==> src/rtl/e203_ifu_flush_redirect_if.sv <==
// Instruction-fetch bus port between the flush/redirect unit and the bus.
// Requests are valid/ready; responses return in order and are always accepted.
interface e203_ifu_flush_redirect_if #(
  parameter int PC_SIZE = 32
);
  logic               ifu_req_valid;
  logic [PC_SIZE-1:0] ifu_req_pc;
  logic               ifu_req_ready;
  logic               ifu_rsp_valid;
  logic               ifu_rsp_ready;

  modport master (
    output ifu_req_valid,
    output ifu_req_pc,
    input  ifu_req_ready,
    input  ifu_rsp_valid,
    output ifu_rsp_ready
  );

  modport slave (
    input  ifu_req_valid,
    input  ifu_req_pc,
    output ifu_req_ready,
    output ifu_rsp_valid,
    input  ifu_rsp_ready
  );
endinterface

==> src/rtl/e203_ifu_flush_redirect.sv <==
// IFU flush consumer: drops in-flight old-path responses, fetches the target.
// Optional E203_FLUSH_DRAIN_BYPASS_EN issues the target without draining.
module e203_ifu_flush_redirect #(
  parameter int PC_SIZE    = 32,
  parameter int OUTS_DEPTH = 2,
  parameter int CNT_W      = 2
) (
  input  logic               clk,
  input  logic               rst_n,
  input  logic               pipe_flush_req,
  output logic               pipe_flush_ack,
  input  logic [PC_SIZE-1:0] pipe_flush_add_op1,
  input  logic [PC_SIZE-1:0] pipe_flush_add_op2,
  input  logic               seq_req_valid,
  input  logic [PC_SIZE-1:0] seq_req_pc,
  output logic               seq_req_ready,
  e203_ifu_flush_redirect_if.master bus,
  output logic               rsp_pass_valid,
  output logic               rsp_drop,
  output logic               redirect_vld,
  output logic [PC_SIZE-1:0] redirect_pc,
  output logic [CNT_W-1:0]   outs_cnt
);

  localparam logic [1:0] IDLE  = 2'd0;
  localparam logic [1:0] DRAIN = 2'd1;
  localparam logic [1:0] ISSUE = 2'd2;

  logic [1:0]         state;
  logic [1:0]         state_nxt;
  logic [CNT_W-1:0]   drop_cnt;
  logic [CNT_W-1:0]   drop_nxt;
  logic [CNT_W-1:0]   outs_nxt;
  logic [PC_SIZE-1:0] target;
  logic [PC_SIZE-1:0] tgt_sum;
  logic               flush;
  logic               rsp_hit;
  logic               req_hsk;
  logic               at_depth;
  logic               drop_now;

  assign pipe_flush_ack    = 1'b1;
  assign flush             = pipe_flush_req & pipe_flush_ack;
  assign tgt_sum           = pipe_flush_add_op1 + pipe_flush_add_op2;
  assign at_depth          = (outs_cnt == CNT_W'(OUTS_DEPTH));
  assign rsp_hit           = bus.ifu_rsp_valid & (outs_cnt != '0);
  assign bus.ifu_rsp_ready = 1'b1;

  always_comb begin
    bus.ifu_req_valid = 1'b0;
    bus.ifu_req_pc    = seq_req_pc;
    seq_req_ready     = 1'b0;
    if (!flush) begin
      unique case (1'b1)
        (state == IDLE): begin
          bus.ifu_req_valid = seq_req_valid & ~at_depth;
          seq_req_ready     = bus.ifu_req_ready & ~at_depth;
        end
        (state == ISSUE): begin
          bus.ifu_req_valid = ~at_depth;
          bus.ifu_req_pc    = target;
        end
        default: ;
      endcase
    end
  end

  assign req_hsk      = bus.ifu_req_valid & bus.ifu_req_ready;
  assign redirect_vld = (state == ISSUE) & req_hsk;
  assign redirect_pc  = target;

  // A flush-cycle response belongs to the abandoned path as well
  assign drop_now       = bus.ifu_rsp_valid & (flush | (drop_cnt != '0));
  assign rsp_drop       = drop_now;
  assign rsp_pass_valid = bus.ifu_rsp_valid & ~drop_now;

  always_comb begin
    outs_nxt = outs_cnt;
    unique case ({req_hsk, rsp_hit})
      2'b10:   outs_nxt = outs_cnt + 1'b1;
      2'b01:   outs_nxt = outs_cnt - 1'b1;
      default: ;
    endcase
  end

  always_comb begin
    drop_nxt = drop_cnt;
    if (flush)
      drop_nxt = outs_cnt - CNT_W'(rsp_hit);
    else if (drop_now)
      drop_nxt = drop_cnt - 1'b1;
  end

  always_comb begin
    state_nxt = state;
    if (flush) begin
`ifdef E203_FLUSH_DRAIN_BYPASS_EN
      state_nxt = ISSUE;
`else
      state_nxt = (drop_nxt != '0) ? DRAIN : ISSUE;
`endif
    end else begin
      unique case (1'b1)
        (state == DRAIN):
          if (bus.ifu_rsp_valid && drop_cnt == CNT_W'(1))
            state_nxt = ISSUE;
        (state == ISSUE):
          if (req_hsk)
            state_nxt = IDLE;
        default: ;
      endcase
    end
  end

  always_ff @(posedge clk or negedge rst_n) begin
    if (!rst_n) begin
      state    <= IDLE;
      outs_cnt <= '0;
      drop_cnt <= '0;
      target   <= '0;
    end else begin
      state    <= state_nxt;
      outs_cnt <= outs_nxt;
      drop_cnt <= drop_nxt;
      if (flush)
        target <= {tgt_sum[PC_SIZE-1:1], 1'b0};
    end
  end

endmodule

==> src/flat_wrapper.sv <==
// flat-port wrapper written by rule: the top's interface ports become plain ports
module e203_ifu_flush_redirect_flat 
#(
  parameter int PC_SIZE    = 32,
  parameter int OUTS_DEPTH = 2,
  parameter int CNT_W      = 2
)
  (clk, rst_n, pipe_flush_req, pipe_flush_ack, pipe_flush_add_op1, pipe_flush_add_op2, seq_req_valid, seq_req_pc, seq_req_ready, rsp_pass_valid, rsp_drop, redirect_vld, redirect_pc, outs_cnt, bus_ifu_req_valid, bus_ifu_req_pc, bus_ifu_req_ready, bus_ifu_rsp_valid, bus_ifu_rsp_ready);
  e203_ifu_flush_redirect_if #(.PC_SIZE(PC_SIZE)) bus_i ();
  input  logic clk;
  input  logic rst_n;
  input  logic pipe_flush_req;
  output logic pipe_flush_ack;
  input  logic [PC_SIZE-1:0] pipe_flush_add_op1;
  input  logic [PC_SIZE-1:0] pipe_flush_add_op2;
  input  logic seq_req_valid;
  input  logic [PC_SIZE-1:0] seq_req_pc;
  output logic seq_req_ready;
  output logic rsp_pass_valid;
  output logic rsp_drop;
  output logic redirect_vld;
  output logic [PC_SIZE-1:0] redirect_pc;
  output logic [CNT_W-1:0] outs_cnt;
  output wire logic [$bits(bus_i.ifu_req_valid)-1:0] bus_ifu_req_valid;
  output wire logic [$bits(bus_i.ifu_req_pc)-1:0] bus_ifu_req_pc;
  input wire logic [$bits(bus_i.ifu_req_ready)-1:0] bus_ifu_req_ready;
  input wire logic [$bits(bus_i.ifu_rsp_valid)-1:0] bus_ifu_rsp_valid;
  output wire logic [$bits(bus_i.ifu_rsp_ready)-1:0] bus_ifu_rsp_ready;
  assign bus_ifu_req_valid = bus_i.ifu_req_valid;
  assign bus_ifu_req_pc = bus_i.ifu_req_pc;
  assign bus_i.ifu_req_ready = bus_ifu_req_ready;
  assign bus_i.ifu_rsp_valid = bus_ifu_rsp_valid;
  assign bus_ifu_rsp_ready = bus_i.ifu_rsp_ready;
  e203_ifu_flush_redirect #(.PC_SIZE(PC_SIZE), .OUTS_DEPTH(OUTS_DEPTH), .CNT_W(CNT_W)) u_core (.clk(clk), .rst_n(rst_n), .pipe_flush_req(pipe_flush_req), .pipe_flush_ack(pipe_flush_ack), .pipe_flush_add_op1(pipe_flush_add_op1), .pipe_flush_add_op2(pipe_flush_add_op2), .seq_req_valid(seq_req_valid), .seq_req_pc(seq_req_pc), .seq_req_ready(seq_req_ready), .bus(bus_i), .rsp_pass_valid(rsp_pass_valid), .rsp_drop(rsp_drop), .redirect_vld(redirect_vld), .redirect_pc(redirect_pc), .outs_cnt(outs_cnt));
endmodule
==> config.mk <==
export PLATFORM = sky130hd
export DESIGN_NAME = e203_ifu_flush_redirect_flat
export DESIGN_NICKNAME = d
export VERILOG_FILES = /design/src/rtl/e203_ifu_flush_redirect_if.sv /design/src/rtl/e203_ifu_flush_redirect.sv /design/src/flat_wrapper.sv
export SDC_FILE = /design/constraint.sdc
export NUM_CORES = 1
export LEC_CHECK = 0
export BUFFER_PORTS_ARGS = -buffer_cell sky130_fd_sc_hd__buf_2
export CAP_MARGIN = 10
export CORE_MARGIN = 8
export CORE_UTILIZATION = 48
export DETAILED_ROUTE_END_ITERATION = 12
export HOLD_SLACK_MARGIN = 0.15
export PLACE_DENSITY_LB_ADDON = 0.1
export SKIP_CTS_REPAIR_TIMING = 1
export SLEW_MARGIN = 10
export SYNTH_ARGS = -nofsm -noshare
export SYNTH_HDL_FRONTEND = slang
export SYNTH_SLANG_ARGS = --single-unit
==> constraint.sdc <==
create_clock -name clk -period 2.4 [get_ports clk]
set_clock_uncertainty 0.1 [all_clocks]
set_input_delay 0.24 -clock clk [delete_from_list [all_inputs] [get_ports clk]]
set_output_delay 0.24 -clock clk [all_outputs]
set_load 0.02 [all_outputs]
==> results.sh <==
export IMPL_antenna_found_initial=0
export IMPL_timing_setup_tns_ns=0
export IMPL_path_class="input pin to register"
export IMPL_final_common_cell="buf_2"
export IMPL_viasPerCell=5.38
export IMPL_path_depth=10
export IMPL_io_pins=175
export IMPL_yosysWarnings=0
export IMPL_critPathMaxFanout=5
export IMPL_grt_overflow=0
export IMPL_fin_nets=774
export IMPL_min_to="u_core.state[1]"
export IMPL_holdPathStages=3
export IMPL_max_vdd_ir_drop_mv=0.295
export IMPL_tritoncts="built"
export IMPL_gp_congestion=0.870
export IMPL_synth_edff_count=0
export IMPL_async_flop_share=1.00
export IMPL_r2r_end="u_core.outs_cnt[1]"
export IMPL_grt_max_degree=39
export IMPL_start_util=0.490
export IMPL_drtAntennaViolNets=0
export IMPL_dr_pass1_iters=4
export IMPL_cpPeakStageDelay_ns=0.43
export IMPL_coreArea_sq_um=7650
export IMPL_maxCapViolations=0
export IMPL_r2r_start="u_core.state[0]"
export IMPL_drt_initial_drc_count=173
export IMPL_path_cells="buf_2 > and2_1 > fa_1 > a21oi_2 > o221a_2 > a22oi_2 > a221o_4 > a31oi_4 > xnor2_1 > mux2_4"
export IMPL_flow_area_growth_from_synthesis_pct=37.5
export IMPL_worstSkewPairLatency_ns=0.29
export IMPL_fin_util=0.674
export IMPL_crit_required_ns=2.48
export IMPL_wl_microns=11900
export IMPL_drive_above_1_share=0.473
export IMPL_avgSynthCellArea_sq_um=8.86
export IMPL_crit_buf_inv=1
export IMPL_numPortBuffers=171
export IMPL_fp_dieH_microns=104
export IMPL_synth_seq_cells=37
export IMPL_ys_seq_area_frac=0.247
export IMPL_hpwl_microns=10200
export IMPL_dieArea_sq_um=10900
export IMPL_finalCriticalPeriod_ns=2.27
export IMPL_maxSlewViolCount=0
export IMPL_path_delay_family="compound AO/OA/AOI/OAI gates"
export IMPL_antenna_cells=0
export IMPL_p_total_mw=3.27
export IMPL_grt_setup_unrepaired="false"
export IMPL_drc=0
export IMPL_synth_cell_types=52
export IMPL_worstSetupEndpointType="register"
export IMPL_fin_crit_sh=0.946
export IMPL_maxSlewHeadroom=0.421
export IMPL_h_tree_depth=2
export IMPL_arrival_ns=2.35
export IMPL_rrSetupSlack_ns=0.74
export IMPL_netlist_area_sq_um=3750
export IMPL_synth_cells=423
export IMPL_nFillCells=685
export IMPL_total_leakage_power_nw=2.54
export IMPL_cp_slowest_cell="a221o_4"
export IMPL_cts_root_buf="clkbuf_8"
export IMPL_tightest_slew_ns=0.869
export IMPL_hp_start="bus_ifu_rsp_valid"
export IMPL_hold_violations=0
export IMPL_dieWidth_microns=104
export IMPL_crit_path_start_kind="input pin"
export IMPL_wl_per_cell_microns=16.1
export IMPL_setup_viol=0
export IMPL_clk_pin_slew_ns=0.09
export IMPL_grt_pass1_vias=4168
export IMPL_reg2reg_depth=7
export IMPL_numCtsBuffers=5
export IMPL_vias=3980
export IMPL_clock_sinks=37
export IMPL_outcome="finished clean"
export IMPL_grt_usage=0.215
export IMPL_ys_flop_type="dfrtp_1"
export IMPL_powerDensity_nw_per_um2=634
export IMPL_row_count=32
export IMPL_cts_buffer_depth=2
export IMPL_max_freq_mhz=441
export IMPL_grt_pass1_wl_microns=19900
export IMPL_hold_path_class="input pin to register"
export IMPL_final_cell_mix="buf_2 (171), buf_4 (55), mux2_2 (53)"
[area by class of cell]
cell class / count / area [sq um] / share of cell area
Timing Repair Buffer: 227 / 1280 / 0.248
Tap cell: 102 / 128 / 0.0247
Clock buffer: 5 / 68.8 / 0.0133
Inverter: 13 / 48.8 / 0.00946
Clock inverter: 3 / 46.3 / 0.00898
Multi-Input combinational cell: 353 / 2660 / 0.516
Sequential cell: 37 / 926 / 0.180
[registers in the layout (all words and copies together) (netlist names)]
| register | count |
|---|---|
| u_core.redirect_pc | 31 |
| u_core.state | 2 |
| u_core.drop_cnt | 2 |
| u_core.outs_cnt | 2 |
[power by group]
group / switching [mW] / internal (mW) / total, mW
combinational: 0.966 / 0.778 / 1.74
sequential: 0.163 / 0.803 / 0.966
clock: 0.250 / 0.311 / 0.562
total: 1.38 / 1.89 / 3.27
[cells by family after synthesis]
kind of cell,share of synthesized area
compound gates,0.227
xor+xnor,0.0747
fa+ha+maj,0.119
buf+inv,0.0490
flops,0.247
mux,0.163
other cells,0.00200
simple gates,0.119
[worst max-delay path by stage]
stage,from,end,slack [ns]
after global placement,pipe_flush_add_op1[11],u_core.redirect_pc[26],-0.33
after floorplan,pipe_flush_add_op1[0],u_core.redirect_pc[28],0.002
after detailed placement,pipe_flush_add_op1[11],u_core.redirect_pc[26],-0.29
after global routing,pipe_flush_add_op2[2],u_core.redirect_pc[31],0.01
final,pipe_flush_add_op1[0],u_core.redirect_pc[28],0.13
after CTS,pipe_flush_add_op1[11],u_core.redirect_pc[26],0.02
[worst reg2reg max path, delay by kind of cell (launching register included)]
| family | cells | cell delay (ns) |
|---|---|---|
| AND/OR/NAND/NOR | 4 | 0.52 |
| flip-flops | 1 | 0.41 |
| adder cells (fa/ha/maj) | 1 | 0.33 |
| AO/OA/AOI/OAI | 1 | 0.11 |
| XOR/XNOR | 1 | 0.12 |
[cell usage after synthesis (2+ instances only)]
| library cell | count | share of area |
|---|---|---|
| nor2b_1 | 4 | 0.0067 |
| nand2_1 | 42 | 0.042 |
| conb_1 | 2 | 0.0020 |
| o2111ai_1 | 5 | 0.012 |
| ha_1 | 34 | 0.11 |
| o211ai_1 | 3 | 0.0060 |
| a211oi_1 | 4 | 0.0080 |
| clkbuf_8 | 3 | 0.011 |
| nor3_1 | 2 | 0.0027 |
| buf_4 | 3 | 0.0060 |
| or3_1 | 2 | 0.0033 |
| o21bai_1 | 3 | 0.0060 |
| o221ai_1 | 2 | 0.0047 |
| a21o_1 | 9 | 0.018 |
| a21boi_0 | 2 | 0.0040 |
| xnor2_1 | 20 | 0.047 |
| o21ai_0 | 23 | 0.031 |
| a21oi_1 | 48 | 0.064 |
| nor2_1 | 35 | 0.035 |
| o31ai_1 | 4 | 0.0080 |
| nand4_1 | 8 | 0.013 |
| clkbuf_1 | 12 | 0.012 |
| o22ai_1 | 2 | 0.0033 |
| nand3_1 | 4 | 0.0053 |
| xor2_1 | 12 | 0.028 |
| mux2_2 | 53 | 0.16 |
| o21a_1 | 7 | 0.014 |
| nand2b_1 | 2 | 0.0033 |
| and3_1 | 2 | 0.0033 |
| dfrtp_1 | 37 | 0.25 |
| inv_1 | 13 | 0.013 |
[stage by stage]
step / area (sq um) / setup WS [ns] / hold WS [ns] / std cells
2_1_floorplan: 3750 / 0.00210 / -0.156 / 424
3_3_place_gp: 5020 / -0.331 / 0.306 / 731
3_5_place_dp: 5020 / -0.286 / 0.300 / 731
4_1_cts: 5130 / 0.0212 / -0.0164 / 739
5_1_grt: 5160 / 0.0134 / 0.251 / 740
6_report: 5160 / 0.130 / 0.238 / 740
[per-layer routing]
layer	part of all wire	global-route usage	vias up	wire length, microns
met4	0.0094	0.0507	0	112
li1	-	-	1968	-
met5	0	0	-	0
met2	0.49	0.367	130	5820
met1	0.45	0.268	1872	5340
met3	0.057	0.0452	10	679
No activity file was read; power rests on OpenSTA's default activity.
